$ cat src/rtl/io_bus_ctrl.sv
// io_bus_ctrl: memory-mapped I/O block on the data-memory bus.
// Decodes 0xFFF0-0xFFFC, owns the HEX/LEDR/LEDG registers, debounces KEY/SW,
// latches key-press events and runs a free-running millisecond timer.
module io_bus_ctrl #(
  parameter int unsigned DBITS       = 16,
  parameter int unsigned DEB_CYCLES  = 500000,
  parameter int unsigned TICK_CYCLES = 50000
) (
  input  logic             CLK,
  input  logic             RESET,
  input  logic [DBITS-1:0] ADDR,
  input  logic [DBITS-1:0] DIN,
  input  logic             WE,
  output logic [DBITS-1:0] DOUT,
  output logic             SEL,
  input  logic [3:0]       KEY,
  input  logic [9:0]       SW,
  output logic [DBITS-1:0] HEX,
  output logic [9:0]       LEDR,
  output logic [7:0]       LEDG
);

  localparam int unsigned DW = (DEB_CYCLES > 1) ? $clog2(DEB_CYCLES) : 1;
  localparam int unsigned TW = (TICK_CYCLES > 1) ? $clog2(TICK_CYCLES) : 1;
  localparam logic [DW-1:0] DEB_LAST  = DW'(DEB_CYCLES - 1);
  localparam logic [TW-1:0] TICK_LAST = TW'(TICK_CYCLES - 1);

  // Word index within the I/O page (ADDR[3:1]); index 7 (0xFFFE) is unmapped.
  typedef enum logic [2:0] {
    R_KDATA = 3'd0,
    R_SDATA = 3'd1,
    R_KEVT  = 3'd2,
    R_TIMER = 3'd3,
    R_HEX   = 3'd4,
    R_LEDR  = 3'd5,
    R_LEDG  = 3'd6,
    R_NONE  = 3'd7
  } reg_sel_e;

  logic             io_hit;
  reg_sel_e         rsel;
  logic             wr;
  logic             unused_addr_lsb;

  logic [3:0]       key_s1, key_s2;
  logic [9:0]       sw_s1, sw_s2;
  logic [13:0]      syn;      // {SW, KEY} after the synchronizer
  logic [13:0]      stab;     // {SW, KEY} debounced; KEY part is raw active-low
  logic [13:0]      accept;
  logic [DW-1:0]    deb_cnt [14];

  logic [3:0]       kdata;
  logic [3:0]       press;
  logic [3:0]       kevt;
  logic [3:0]       kevt_clr;
  logic [TW-1:0]    presc;
  logic [DBITS-1:0] timer;

  assign io_hit          = &ADDR[DBITS-1:4];
  assign rsel            = reg_sel_e'(ADDR[3:1]);
  assign SEL             = io_hit && (rsel != R_NONE);
  assign wr              = WE && SEL;
  assign unused_addr_lsb = ADDR[0];

  assign syn      = {sw_s2, key_s2};
  assign kdata    = ~stab[3:0];
  assign press    = accept[3:0] & stab[3:0];
  assign kevt_clr = (wr && rsel == R_KEVT) ? DIN[3:0] : 4'h0;

  // Two-flop synchronizers for the asynchronous KEY and SW pins.
  always_ff @(posedge CLK) begin
    if (RESET) begin
      key_s1 <= 4'hF;
      key_s2 <= 4'hF;
      sw_s1  <= '0;
      sw_s2  <= '0;
    end else begin
      key_s1 <= KEY;
      key_s2 <= key_s1;
      sw_s1  <= SW;
      sw_s2  <= sw_s1;
    end
  end

  // A bit is accepted on its DEB_CYCLES-th consecutive cycle differing from stable.
  always_comb begin
    accept = '0;
    for (int unsigned i = 0; i < 14; i++) begin
      accept[i] = (syn[i] != stab[i]) && (deb_cnt[i] == DEB_LAST);
    end
  end

  // Per-bit debounce counters and stable levels.
  always_ff @(posedge CLK) begin
    if (RESET) begin
      stab <= {10'b0, 4'hF};
      for (int unsigned i = 0; i < 14; i++) begin
        deb_cnt[i] <= '0;
      end
    end else begin
      stab <= stab ^ accept;
      for (int unsigned i = 0; i < 14; i++) begin
        if ((syn[i] == stab[i]) || accept[i]) begin
          deb_cnt[i] <= '0;
        end else begin
          deb_cnt[i] <= deb_cnt[i] + DW'(1);
        end
      end
    end
  end

  // Sticky press events; a same-cycle press overrides the write-1-to-clear.
  always_ff @(posedge CLK) begin
    if (RESET) begin
      kevt <= '0;
    end else begin
      kevt <= (kevt & ~kevt_clr) | press;
    end
  end

  // Millisecond timer; a bus write loads it and restarts the prescaler.
  always_ff @(posedge CLK) begin
    if (RESET) begin
      presc <= '0;
      timer <= '0;
    end else if (wr && rsel == R_TIMER) begin
      presc <= '0;
      timer <= DIN;
    end else if (presc == TICK_LAST) begin
      presc <= '0;
      timer <= timer + DBITS'(1);
    end else begin
      presc <= presc + TW'(1);
    end
  end

  // Output registers written from the store path.
  always_ff @(posedge CLK) begin
    if (RESET) begin
      HEX  <= '0;
      LEDR <= '0;
      LEDG <= '0;
    end else if (wr) begin
      if (rsel == R_HEX)  HEX  <= DIN;
      if (rsel == R_LEDR) LEDR <= DIN[9:0];
      if (rsel == R_LEDG) LEDG <= DIN[7:0];
    end
  end

  // Combinational read mux; unmapped addresses return 0xDEAD.
  always_comb begin
    DOUT = DBITS'(16'hDEAD);
    if (io_hit) begin
      case (rsel)
        R_KDATA: DOUT = DBITS'(kdata);
        R_SDATA: DOUT = DBITS'(stab[13:4]);
        R_KEVT:  DOUT = DBITS'(kevt);
        R_TIMER: DOUT = timer;
        R_HEX:   DOUT = HEX;
        R_LEDR:  DOUT = DBITS'(LEDR);
        R_LEDG:  DOUT = DBITS'(LEDG);
        default: DOUT = DBITS'(16'hDEAD);
      endcase
    end
  end

endmodule
$ cat config.mk
export PLATFORM = sky130hd
export DESIGN_NAME = io_bus_ctrl
export DESIGN_NICKNAME = d
export VERILOG_FILES = /design/src/rtl/io_bus_ctrl.sv
export SDC_FILE = /design/constraint.sdc
export NUM_CORES = 1
export LEC_CHECK = 0
export BUFFER_PORTS_ARGS = -buffer_cell sky130_fd_sc_hd__buf_2
export CAP_MARGIN = 20
export CORE_ASPECT_RATIO = 1.5
export CORE_MARGIN = 5
export CORE_UTILIZATION = 50
export DETAILED_ROUTE_END_ITERATION = 7
export PLACE_DENSITY = 0.64
export SLEW_MARGIN = 5
export SYNTH_ARGS = -nofsm -noshare
export SYNTH_HDL_FRONTEND = slang
export SYNTH_SLANG_ARGS = --single-unit
$ cat constraint.sdc
create_clock -name CLK -period 3 [get_ports CLK]
set_clock_uncertainty 0.15 [all_clocks]
set_input_delay 0 -clock CLK [delete_from_list [all_inputs] [get_ports CLK]]
set_output_delay 0 -clock CLK [all_outputs]
set_load 0.01 [all_outputs]
-- Yosys cells after proc, flatten, opt, wreduce, memory -nomap -nowiden
Memories as Yosys holds them, arrays and structs flattened.
Index checks and enable logic that the tools add are counted.
- bits in registers: 112
- memories: 1
- input bits: 49
- memory bits (writable): 266
- reductions and logical operators: 39
- bitwise gates (word level): 34
- equality and inequality tests: 50
- add/sub/neg operators: 16
- mux-type cells: 119
- memories (memory ; words ; bits a word ; rd ports ; clocked after Yosys merged registers in ; write ports ; RTL line ; RTL):
    deb_cnt ; 14 ; 19 ; 14 ; 0 ; 14 ; 50 ; logic [DW-1:0] deb_cnt [14];
- operators by type and width (operator ; number):
    19-bit two-way mux ; 28
    19-bit by 1-bit adder with 19-bit output, second input constant ; 14
    19-bit equality test, second input constant ; 14
    16-bit case mux with 7 select lines ; 1
    1-bit two-way mux ; 86
    16-bit two-way mux ; 3
    16-bit by 1-bit adder with 16-bit output, second input constant ; 2
    1-bit OR ; 28
    1-bit logical AND ; 18
    16-bit equality test, second input constant ; 1
    1-bit equality test ; 14
    1-bit logical OR ; 14
    1-bit != test ; 14
    14-bit bitwise XOR ; 1
    12-bit AND reduction ; 1
    3-bit equality test, second input constant ; 3
    4-bit AND ; 2
    4-bit inverter ; 2
    3-bit by 2-bit equality test with 1-bit output, second input constant ; 2
    2-bit AND reduction ; 3
    4-bit two-way mux ; 1
    4-bit OR ; 1
    3-bit by 1-bit equality test with 1-bit output, second input constant ; 1
    3-bit zero test ; 1
    3 further kinds ; 3

-- Longest topological paths before layout
Gate-level depths: netlist of the first run.
- word-level depth: 8
- mapped depth: 8

-- Least setup slack after synthesis of the first run
OpenSTA, ideal clock, no wires.
- path kind: reg-to-reg
- start: mem deb_cnt[1][85] (netlist bit)
- end: mem deb_cnt[1][82] (netlist bit) (data pin)
- cell stages (with the launch flop): 6
- buffers on the path: 1
- data arrival time: 2.054 ns
- period minus slack after synthesis: 2.458 ns
- setup slack: 0.542 ns
- cells stage by stage: edfxtp_1 or4b_2 or4_4 o21bai_4 buf_6 nor2_1
- RTL lines (what ; RTL line):
    start: declaration ; 50

==> results of run 1 <==
## state kept, by name (all words and copies together), names as in the netlist, named ones only
signal   flops
LEDG         8
key_s1       4
presc       16
LEDR        10
kevt         4
HEX         16
deb_cnt    266
sw_s2       10
timer       16
key_s2       4
sw_s1       10
## placed cells by master (no fill, tap or decap), types with 15 or more instances in the layout
cell type,instances
sky130_fd_sc_hd__or3_1,52
sky130_fd_sc_hd__o31ai_1,37
sky130_fd_sc_hd__nor3_1,32
sky130_fd_sc_hd__buf_2,98
sky130_fd_sc_hd__clkbuf_16,41
sky130_fd_sc_hd__or4_1,50
sky130_fd_sc_hd__o21ai_0,67
sky130_fd_sc_hd__nand4_1,98
sky130_fd_sc_hd__and3_1,26
sky130_fd_sc_hd__nor4_1,36
sky130_fd_sc_hd__dfxtp_1,112
sky130_fd_sc_hd__buf_4,28
sky130_fd_sc_hd__or2_2,15
sky130_fd_sc_hd__a21oi_1,91
sky130_fd_sc_hd__inv_1,52
sky130_fd_sc_hd__conb_1,266
sky130_fd_sc_hd__nor2b_1,34
sky130_fd_sc_hd__nor2_1,234
sky130_fd_sc_hd__nand2_1,153
sky130_fd_sc_hd__dlygate4sd3_1,44
sky130_fd_sc_hd__nor4b_1,16
sky130_fd_sc_hd__xor2_1,103
sky130_fd_sc_hd__mux2i_1,42
sky130_fd_sc_hd__and4_1,40
sky130_fd_sc_hd__ha_1,16
sky130_fd_sc_hd__xnor2_1,87
sky130_fd_sc_hd__nand3_1,109
sky130_fd_sc_hd__edfxtp_1,266
## routing by layer
metal / wire length, um / up-vias / track usage, %
met3: 1680 / 105 / 2.91
met1: 18800 / 7635 / 23.8
met4: 1770 / 0 / 8.42
met5: 0 / - / 0
met2: 23400 / 308 / 38.0
li1: - / 7920 / -
## cells by family (layout without fill, tap and decap cells)
| family | Yosys count | after routing | synth area share, % |
|---|---|---|---|
| flops | 378 | 378 | 51.3 |
| buf+inv | 123 | 294 | 2.54 |
| xor+xnor | 190 | 190 | 8.35 |
| other cells | 1 | 268 | 0.0188 |
| mux | 52 | 52 | 2.73 |
| simple gates | 947 | 947 | 25.5 |
| compound gates | 268 | 268 | 8.54 |
| fa+ha+maj | 16 | 16 | 1.00 |
## worst max-delay path by stage
stage	start	end	slack (ps)	cells past startpoint
after floorplan	deb_cnt[1][85]$_SDFFCE_PP0P_	deb_cnt[1][82]$_SDFFCE_PP0P_	540	5
after global placement	deb_cnt[0][30]$_SDFFCE_PN0P_	deb_cnt[0][21]$_SDFFCE_PN0P_	380	4
after detailed placement	deb_cnt[0][25]$_SDFFCE_PN0P_	deb_cnt[0][22]$_SDFFCE_PN0P_	330	4
after CTS	deb_cnt[0][25]$_SDFFCE_PN0P_	deb_cnt[0][22]$_SDFFCE_PN0P_	330	4
after global routing	deb_cnt[0][29]$_SDFFCE_PN0P_	deb_cnt[0][29]$_SDFFCE_PN0P_	230	4
final	deb_cnt[1][85]$_SDFFCE_PP0P_	deb_cnt[1][86]$_SDFFCE_PP0P_	320	4
## worst register-to-register path, cell delays in order (launching register included)
cell and delay, ps:
sky130_fd_sc_hd__edfxtp_1 470, sky130_fd_sc_hd__or4b_2 690, sky130_fd_sc_hd__or4_4 590, sky130_fd_sc_hd__o21bai_4 380
sky130_fd_sc_hd__nor2_1 130
## power by group through the flow
stage                     Combinational [mW]  Sequential [mW]  Clock, mW
final                                  0.529             5.95       4.80
after global routing                   0.601             5.97       5.16
after CTS                              0.522             5.94       4.94
after detailed placement               0.477             6.06          0
after global placement                 0.469             6.04          0
after floorplan                        0.359             6.00          0
## stage by stage
stage	std cells	setup WS [ps]
2_1_floorplan	2240	542
3_3_place_gp	2796	378
3_5_place_dp	2796	332
4_1_cts	2911	329
5_1_grt	2913	226
6_report	2913	324
## cell type report
class                   instances  area, um^2
fillers                      3508       15800
flip-flops and latches        378       10200
multi-input cells            1739       10200
clock buffers                  63        1190
repair buffers                170        1140
well taps                     500         626
inverters                      53         199
clock inverters                 8        70.1
diodes                          2        5.00
## what timing repair did
action,4_1_cts,5_1_grt
endpoints found under the setup margin,0,0
setup buffers,0,0
hold buffers,44,0
hold endpoints to repair,78,0
==> insert_results.sql, run 1 <==
INSERT INTO impl_metrics (metric_group, metric, value, unit) VALUES
('cts', 'clock_buffers_created_by_tritoncts', '39', ''),
('critical_path', 'critical_path.max_stage_delay', '690', 'ps'),
('cts', 'path_clk_slew', '70', 'ps'),
('power', 'share_clk_of_total_power', '42.6', '%'),
('grt', 'grt_first_pass_wirelength', '75300', 'um'),
('floorplan', 'initial_core_util', '50.6', '%'),
('synth', 'synth.top_cells.by_area', 'sky130_fd_sc_hd__edfxtp_1 40%, sky130_fd_sc_hd__dfxtp_1 11%, sky130_fd_sc_hd__xor2_1 4.5%', ''),
('floorplan', 'vert_die_dim', '255', 'um'),
('worst_hold_path', 'hp-class', 'input pin to register', ''),
('layout', 'finish.instance_area', '23700', 'um^2'),
('grt', 'number_of_global_route_vias_before_repair', '15761', ''),
('power', 'p_per_area', '477', 'nW/um^2'),
('critical_path', 'worstReg2RegStart', 'deb_cnt[1][85]$_SDFFCE_PP0P_', ''),
('grt', 'grt_antenna_before_repair', '2', ''),
('cts', 'postCtsResizedCells', '0', ''),
('synth', 'yosysMostFrequentCell', 'sky130_fd_sc_hd__edfxtp_1', ''),
('power', 'worst_ir_drop_vdd', '0.461', 'mV'),
('critical_path', 'worst_ep_required_time', '3110', 'ps'),
('detailed_routing', 'drt-initial-drc-count', '824', ''),
('sta', 'hold_violations', '0', ''),
('status', 'outcome', 'complete, no violations', ''),
('sta', 'holdWs', '30.5', 'ps'),
('grt', 'grt_max_degree', '59', ''),
('sta', 'timing_max_transition_violations_final', '0', ''),
('power', 'seqPwrFrac', '52.7', '%'),
('layout', 'p_r_area_growth_vs_syn', '18.7', '%'),
('cts', 'root_driver', 'sky130_fd_sc_hd__clkbuf_16', ''),
('synth', 'synth-async-reset-ratio', '0', '%'),
('layout', 'drive_above_1_share', '9.95', '%'),
('synth', 'yosys_most_used_dff', 'sky130_fd_sc_hd__edfxtp_1', ''),
('floorplan', 'die_width', '173', 'um'),
('power', 'p_switching', '2.49', 'mW'),
('sta', 'setup_tns', '0', 'ps'),
('power', 'fin_total_pwr', '11.3', 'mW'),
('detailed_routing', 'drc_errors', '0', ''),
('run', 'cap_violations', '0', ''),
('synth', 'post_synth_inst_count', '1975', ''),
('cts', 'clock_insertion_delay_worst_skew', '540', 'ps'),
('cts', 'htree_levels', '2', ''),
('placed_design', 'dp_hpwl', '33300', 'um'),
('grt', 'gr-total-overflow', '0', ''),
('critical_path', 'crit_path_end_kind', 'register', ''),
('floorplan', 'design.die.area', '44100', 'um^2'),
('grt', 'gr-usage-all-layers', '20.4', '%'),
('sta', 'timing.final.crit_period', '2680', 'ps'),
('critical_path', 'startpoint_type', 'register', ''),
('sta', 'rsz0062_at_grt', 'no', ''),
('critical_path', 'rr_worst_depth', '4', ''),
('critical_path', 'worstPathBufferInverterCount', '0', ''),
('detailed_routing', 'post_drt_wl_per_cell', '15.7', 'um'),
('synth', 'mapped_area', '19900', 'um^2'),
('placed_design', 'port_buffer_cells', '98', ''),
('synth', 'number_of_different_library_cells_in_the_post_synthesis_netlist', '73', ''),
('worst_hold_path', 'worstHoldEndpoint', 'timer[6]$_SDFFE_PP0P_', ''),
('critical_path', 'cp_cell_sequence', 'or4b_2, or4_4, o21bai_4, nor2_1', ''),
('critical_path', 'worst-path-max-fanout', '17', ''),
('layout', 'finalCoreUtilization', '60.0', '%'),
('critical_path', 'worstSetupPathType', 'register to register', ''),
('sta', 'worst-slew-pin-transition', '778', 'ps'),
('synth', 'synth.yosys.seq_area_share', '51.3', '%'),
('detailed_routing', 'avgViaCountPerCell', '5.48', ''),
('worst_hold_path', 'hold-path-cell-count', '4', ''),
('layout', 'nNetsFinal', '2446', ''),
('floorplan', 'core_area', '39400', 'um^2'),
('power', 'p_int', '8.79', 'mW'),
('critical_path', 'worst_r2r_endpoint', 'deb_cnt[1][86]$_SDFFCE_PP0P_', ''),
('power', 'comb_power_share', '4.7', '%'),
('synth', 'yosys_warnings', '0', ''),
('sta', 'setup-violations-final', '0', ''),
('detailed_routing', 'ant_nets', '0', ''),
('detailed_routing', 'postRouteWirelength', '45600', 'um');
No activity file was read; power rests on OpenSTA's default activity.
==> run 2: changes to the inputs <==
Settings changed: CTS_BUF_LIST set to sky130_fd_sc_hd__clkbuf_16.
==> run 2 against run 1 <==
  * Critical path depth stayed put
  * Non-clock buffer count stayed put
  * Wire length hardly changed
  * Critical endpoint unchanged
==> insert_results.sql, run 2 (synthesis gave the netlist of run 1 again) <==
INSERT INTO impl_metrics (metric_group, metric, value, unit) VALUES
('power', 'p_int', '8.53', 'mW'),
('placed_design', 'port_buffer_cells', '98', ''),
('layout', 'fillCellCount', '3524', ''),
('grt', 'grt_max_degree', '59', ''),
('sta', 'setup-violations-final', '0', ''),
('placed_design', 'final_replace_weighted_congestion', '0.852', ''),
('power', 'leakage', '8.53', 'nW'),
('critical_path', 'worstPathBufferInverterCount', '0', ''),
('cts', 'clock_tree_from_tritoncts', 'yes', ''),
('cts', 'clock_sink_count', '378', ''),
('cts', 'clock_buffers_created_by_tritoncts', '39', ''),
('sta', 'rsz0062_at_grt', 'no', ''),
('grt', 'grt_first_pass_wirelength', '75400', 'um'),
('cts', 'max-clock-path-buffers', '3', ''),
('detailed_routing', 'post_drt_wl_per_cell', '15.7', 'um'),
('detailed_routing', 'ant_nets', '0', ''),
('critical_path', 'worst_ep_required_time', '3110', 'ps'),
('power', 'share_clk_of_total_power', '41.2', '%'),
('layout', 'nNetsFinal', '2446', ''),
('cts', 'path_clk_slew', '70', 'ps'),
('sta', 'timing.final.crit_share', '89.2', '%'),
('detailed_routing', 'count_of_vias_placed_by_the_detailed_router', '15937', ''),
('power', 'power.share.switching', '22.6', '%'),
('detailed_routing', 'drt_pass1_iterations', '5', ''),
('layout', 'drive_above_1_share', '9.66', '%'),
('run', 'cap_violations', '0', ''),
('grt', 'gr-usage-all-layers', '20.5', '%'),
('sta', 'timing_max_transition_violations_final', '0', ''),
('floorplan', 'fp-row-count', '89', ''),
('critical_path', 'startpoint_type', 'register', ''),
('sta', 'slew_headroom', '49.2', '%'),
('critical_path', 'critPathSlowestCell', 'sky130_fd_sc_hd__or4b_2', ''),
('critical_path', 'worst-path-max-fanout', '17', ''),
('layout', 'largest_register_ffs', '266', ''),
('sta', 'timing.final.crit_period', '2680', 'ps'),
('floorplan', 'design.die.area', '44100', 'um^2'),
('cts', 'postCtsResizedCells', '0', ''),
('cts', 'htree_levels', '2', ''),
('power', 'worst_ir_drop_vdd', '0.461', 'mV'),
('power', 'comb_power_share', '4.8', '%'),
('sta', 'setup_tns', '0', 'ps'),
('layout', 'layout.cells.most_common_list', '266 x sky130_fd_sc_hd__edfxtp_1, 266 x sky130_fd_sc_hd__conb_1, 234 x sky130_fd_sc_hd__nor2_1', ''),
('grt', 'gr-total-overflow', '0', ''),
('detailed_routing', 'avgViaCountPerCell', '5.47', ''),
('worst_hold_path', 'hp-class', 'input pin to register', ''),
('cts', 'root_driver', 'sky130_fd_sc_hd__clkbuf_16', ''),
('status', 'outcome', 'complete, no violations', ''),
('cts', 'clock_insertion_delay_worst_skew', '530', 'ps'),
('detailed_routing', 'drc_errors', '0', ''),
('critical_path', 'crit_path_end_kind', 'register', ''),
('power', 'p_switching', '2.50', 'mW'),
('critical_path', 'reg2reg_setup_slack', '320', 'ps'),
('critical_path', 'worstSetupPathType', 'register to register', ''),
('layout', 'finish.instance_area', '23600', 'um^2'),
('floorplan', 'die_width', '173', 'um'),
('critical_path', 'critical_path.max_stage_delay', '690', 'ps'),
('sta', 'hold_violations', '0', ''),
('layout', 'p_r_area_growth_vs_syn', '18.3', '%'),
('detailed_routing', 'drt-initial-drc-count', '849', ''),
('critical_path', 'timing.critical_path.max_delay_family', 'simple AND/OR/NAND/NOR gates', ''),
('placed_design', 'dp_hpwl', '33300', 'um'),
('sta', 'worst-slew-pin-transition', '762', 'ps'),
('power', 'seqPwrFrac', '54.0', '%'),
('floorplan', 'core_area', '39400', 'um^2'),
('layout', 'largest-register', 'deb_cnt', ''),
('grt', 'grt_antenna_before_repair', '2', ''),
('critical_path', 'cp_cell_sequence', 'or4b_2, or4_4, o21bai_4, nor2_1', ''),
('floorplan', 'ioPinCount', '100', ''),
('placed_design', 'postPlaceCellArea', '22000', 'um^2'),
('grt', 'number_of_global_route_vias_before_repair', '15775', ''),
('floorplan', 'vert_die_dim', '255', 'um'),
('sta', 'fmax', '0.374', 'GHz'),
('floorplan', 'initial_core_util', '50.6', '%'),
('critical_path', 'worstPathArrival', '2790', 'ps'),
('detailed_routing', 'postRouteWirelength', '45600', 'um'),
('power', 'p_per_area', '467', 'nW/um^2');
==> run 2: cell types whose count changed in the layout (fill, tap and decap cells not counted), sizes merged <==
| cell | previous run | this run |
|---|---|---|
| clkbuf | 63 | 41 |
| clkinv | 5 | 7 |
| inv | 53 | 73 |
==> run 2: worst paths after layout <==
kind	from	endpoint	depth (start not counted)
worst min-delay path	ADDR[9]	timer[6]$_SDFFE_PP0P_	4
worst max-delay path	deb_cnt[1][85]$_SDFFCE_PP0P_	deb_cnt[1][86]$_SDFFCE_PP0P_	4
worst max register to register	deb_cnt[1][85]$_SDFFCE_PP0P_	deb_cnt[1][86]$_SDFFCE_PP0P_	4
worst min register to register	key_s1[1]$_SDFF_PP1_	key_s2[1]$_SDFF_PP1_	1
==> run 2: layout make-up <==
type	count	area (um^2)	share of cell area [%]
repair buffers	170	1140	4.84
multi-input cells	1739	10200	43.3
diodes	2	5.00	0.0212
inverters	53	199	0.844
flip-flops and latches	378	10200	43.4
clock buffers	41	1030	4.35
clock inverters	30	153	0.647
well taps	500	626	2.65
==> run 2: metal layers <==
metal  global-route usage [%]  vias up  routed length (um)
met1                     23.8     7603               18500
met3                     2.82      107                1920
li1                         -     7907                   -
met5                        0        -                   0
met4                     8.56        0                1810
met2                     38.1      320               23400
==> run 2: stage by stage <==
step	power (mW)	instances	util (%)	setup WS [ps]	hold slack, ps
finish	11.0	2913	59.8	323	35.4
global route	11.5	2913	59.8	226	36.8
CTS	11.2	2911	59.8	329	8.51
detailed placement	6.53	2796	55.7	332	39.0
global placement	6.51	2796	55.7	378	35.4
floorplan	6.36	2240	-	542	-46.2
==> run 2: power by group through the flow <==
stage	clock network, mW	logic, mW	registers, mW
2_1_floorplan	0	0.359	6.00
3_3_place_gp	0	0.469	6.04
3_5_place_dp	0	0.477	6.06
4_1_cts	4.68	0.522	5.94
5_1_grt	4.90	0.601	5.97
6_report	4.55	0.529	5.95
==> run 2: repair_timing <==
| item | in CTS | in global routing |
|---|---|---|
| hold buffers | 44 | 0 |
| buffers inserted | 0 | 0 |
| endpoints found under the hold margin | 78 | 0 |
==> run 2: worst min-delay path, cell delays in order <==
cell and delay (ps):
sky130_fd_sc_hd__buf_2 100, sky130_fd_sc_hd__and4_1 190, sky130_fd_sc_hd__nand4_1 270, sky130_fd_sc_hd__a31oi_1 110
==> run 3: changes to the inputs <==
==> constraint.sdc (replaced) <==
create_clock -name CLK -period 3 [get_ports CLK]
set_clock_uncertainty 0.15 [all_clocks]
set_input_delay 0.45 -clock CLK [delete_from_list [all_inputs] [get_ports CLK]]
set_output_delay 0.45 -clock CLK [all_outputs]
set_load 0.01 [all_outputs]
==> run 3 against run 2 <==
  * Combinational power fell by 4.7%
  * Utilization fell by 0.34 points
  * First-iteration DRC count fell by 2.2%
  * Critical path type unchanged
==> insert_results.sql, run 3 (synthesis gave the netlist of run 1 again) <==
INSERT INTO impl_metrics (metric_group, metric, value, unit) VALUES
('status', 'outcome', 'complete, no violations', ''),
('sta', 'timing_max_transition_violations_final', '0', ''),
('detailed_routing', 'post_drt_wl_per_cell', '15.8', 'um'),
('sta', 'slew_headroom', '48.2', '%'),
('power', 'share_clk_of_total_power', '43.2', '%'),
('layout', 'fin_cells', '2891', ''),
('critical_path', 'worstSetupPathType', 'register to register', ''),
('detailed_routing', 'postRouteWirelength', '45800', 'um'),
('layout', 'largest-register', 'deb_cnt', ''),
('detailed_routing', 'dr_wl_met3', '1780', 'um'),
('placed_design', 'port_buffer_cells', '98', ''),
('detailed_routing', 'drt_pass1_iterations', '5', ''),
('power', 'p_per_area', '485', 'nW/um^2'),
('power', 'p_switching', '2.53', 'mW'),
('power', 'leakage', '8.47', 'nW'),
('sta', 'timing.final.crit_period', '2680', 'ps'),
('sta', 'rsz0062_at_grt', 'no', ''),
('sta', 'hold_violations', '0', ''),
('critical_path', 'worstPathArrival', '2800', 'ps'),
('cts', 'clock_buffers_created_by_tritoncts', '40', ''),
('cts', 'max-clock-path-buffers', '3', ''),
('detailed_routing', 'drt-initial-drc-count', '830', ''),
('cts', 'root_driver', 'sky130_fd_sc_hd__clkbuf_16', ''),
('detailed_routing', 'm1WireLength', '19000', 'um'),
('power', 'power.share.switching', '22.3', '%'),
('layout', 'p_r_area_growth_vs_syn', '17.6', '%'),
('layout', 'nNetsFinal', '2425', ''),
('grt', 'number_of_global_route_vias_before_repair', '15448', ''),
('grt', 'gr-usage-all-layers', '20.3', '%'),
('critical_path', 'startpoint_type', 'register', ''),
('floorplan', 'initial_core_util', '50.6', '%'),
('critical_path', 'worst-path-max-fanout', '19', ''),
('worst_hold_path', 'hp-class', 'input pin to register', ''),
('cts', 'clock_sink_count', '378', ''),
('cts', 'clock_tree_from_tritoncts', 'yes', ''),
('floorplan', 'fp-row-count', '89', ''),
('detailed_routing', 'maxUsedRoutingLayer', 'met5', ''),
('floorplan', 'die_width', '173', 'um'),
('cts', 'path_clk_slew', '60', 'ps'),
('grt', 'grt_antenna_before_repair', '3', ''),
('floorplan', 'core_area', '39400', 'um^2'),
('power', 'p_int', '8.83', 'mW'),
('grt', 'gr-total-overflow', '0', ''),
('power', 'worst_ir_drop_vdd', '0.417', 'mV'),
('power', 'comb_power_share', '4.4', '%'),
('run', 'cap_violations', '0', ''),
('floorplan', 'design.die.area', '44100', 'um^2'),
('sta', 'worst-slew-pin-transition', '770', 'ps'),
('cts', 'htree_levels', '2', ''),
('power', 'seqPwrFrac', '52.3', '%'),
('sta', 'timing.final.crit_share', '89.3', '%'),
('floorplan', 'ioPinCount', '100', ''),
('grt', 'grt_max_degree', '40', ''),
('placed_design', 'placedCellCount', '2808', ''),
('floorplan', 'vert_die_dim', '255', 'um'),
('critical_path', 'worst_ep_required_time', '3120', 'ps'),
('sta', 'fmax', '0.373', 'GHz'),
('layout', 'drive_above_1_share', '10.4', '%'),
('detailed_routing', 'drc_errors', '0', ''),
('grt', 'grt_first_pass_wirelength', '75000', 'um'),
('layout', 'largest_register_ffs', '266', ''),
('placed_design', 'dp_hpwl', '33600', 'um'),
('placed_design', 'final_replace_weighted_congestion', '0.853', ''),
('cts', 'post_cts.repair.setup_buffers', '0', ''),
('cts', 'clock_insertion_delay_worst_skew', '540', 'ps'),
('detailed_routing', 'avgViaCountPerCell', '5.47', ''),
('detailed_routing', 'count_of_vias_placed_by_the_detailed_router', '15826', ''),
('detailed_routing', 'met2WireLength', '23700', 'um'),
('sta', 'setup_tns', '0', 'ps'),
('sta', 'setup-violations-final', '0', ''),
('layout', 'layout.cells.most_common_list', '266 x sky130_fd_sc_hd__edfxtp_1, 266 x sky130_fd_sc_hd__conb_1, 234 x sky130_fd_sc_hd__nor2_1', ''),
('critical_path', 'crit_path_end_kind', 'register', ''),
('detailed_routing', 'ant_nets', '0', '');
## run 3: cell types whose count changed in the layout (fill, tap and decap cells not counted), moves of 3 or more
| cell | before | now |
|---|---|---|
| sky130_fd_sc_hd__dlygate4sd3_1 | 44 | 10 |
| sky130_fd_sc_hd__buf_4 | 28 | 39 |
| sky130_fd_sc_hd__inv_1 | 67 | 62 |
| sky130_fd_sc_hd__clkinv_2 | 5 | 10 |
| sky130_fd_sc_hd__bufinv_16 | 1 | 4 |
| sky130_fd_sc_hd__inv_2 | 6 | 2 |
## run 3: timing repair
action / in CTS / in global routing
gates resized for setup: 0 / 0
hold endpoints to repair: 10 / 0
hold buffers: 10 / 0
## run 3: path summary, 6_finish.rpt
path	start	end	slack, ps	cells after the start
worst max-delay path	deb_cnt[0][30]$_SDFFCE_PN0P_	deb_cnt[0][22]$_SDFFCE_PN0P_	320	4
worst min-delay path	SW[1]	sw_s1[1]$_SDFF_PP0_	20	2
worst max register to register	deb_cnt[0][30]$_SDFFCE_PN0P_	deb_cnt[0][22]$_SDFFCE_PN0P_	320	4
worst min register to register	key_s1[2]$_SDFF_PP1_	key_s2[2]$_SDFF_PP1_	260	1
## run 3: final cells by class
cell class / instances / area, um^2
tap: 500 / 626
antenna: 1 / 2.50
fill: 3447 / 16000
clock inverter: 30 / 235
multi-input combinational: 1739 / 10200
clock buffer: 42 / 1050
sequential: 378 / 10200
inverter: 53 / 199
timing repair buffer: 148 / 903
## run 3: stage by stage
| stage | hold slack [ps] | util, % | area (um^2) | setup slack (ps) | power [mW] |
|---|---|---|---|---|---|
| global route | 19.4 | 59.5 | 23400 | 165 | 11.8 |
| floorplan | 239 | - | 20900 | 542 | 6.36 |
| detailed placement | 245 | 56.0 | 22100 | 326 | 6.54 |
| finish | 22.0 | 59.5 | 23400 | 320 | 11.4 |
| global placement | 244 | 56.0 | 22100 | 333 | 6.52 |
| CTS | 6.64 | 59.5 | 23400 | 323 | 11.5 |
## run 3: power groups by stage
stage,Combinational [mW],Clock [mW],Sequential [mW]
after detailed placement,0.483,0,6.06
final,0.504,4.91,5.95
after global routing,0.574,5.24,5.97
after CTS,0.498,5.05,5.94
after global placement,0.476,0,6.05
after floorplan,0.359,0,6.00
## run 3: critical path: stages (launching register included)
cell and delay (ps):
sky130_fd_sc_hd__edfxtp_1 460, sky130_fd_sc_hd__or4b_1 520, sky130_fd_sc_hd__or4_1 640, sky130_fd_sc_hd__o211ai_4 520, sky130_fd_sc_hd__nor2_1 100
## run 3: routing by layer
metal	up-vias	track usage, %
met5	-	0
met4	4	6.41
met3	80	2.95
met2	281	38.2
met1	7585	24.0
li1	7876	-
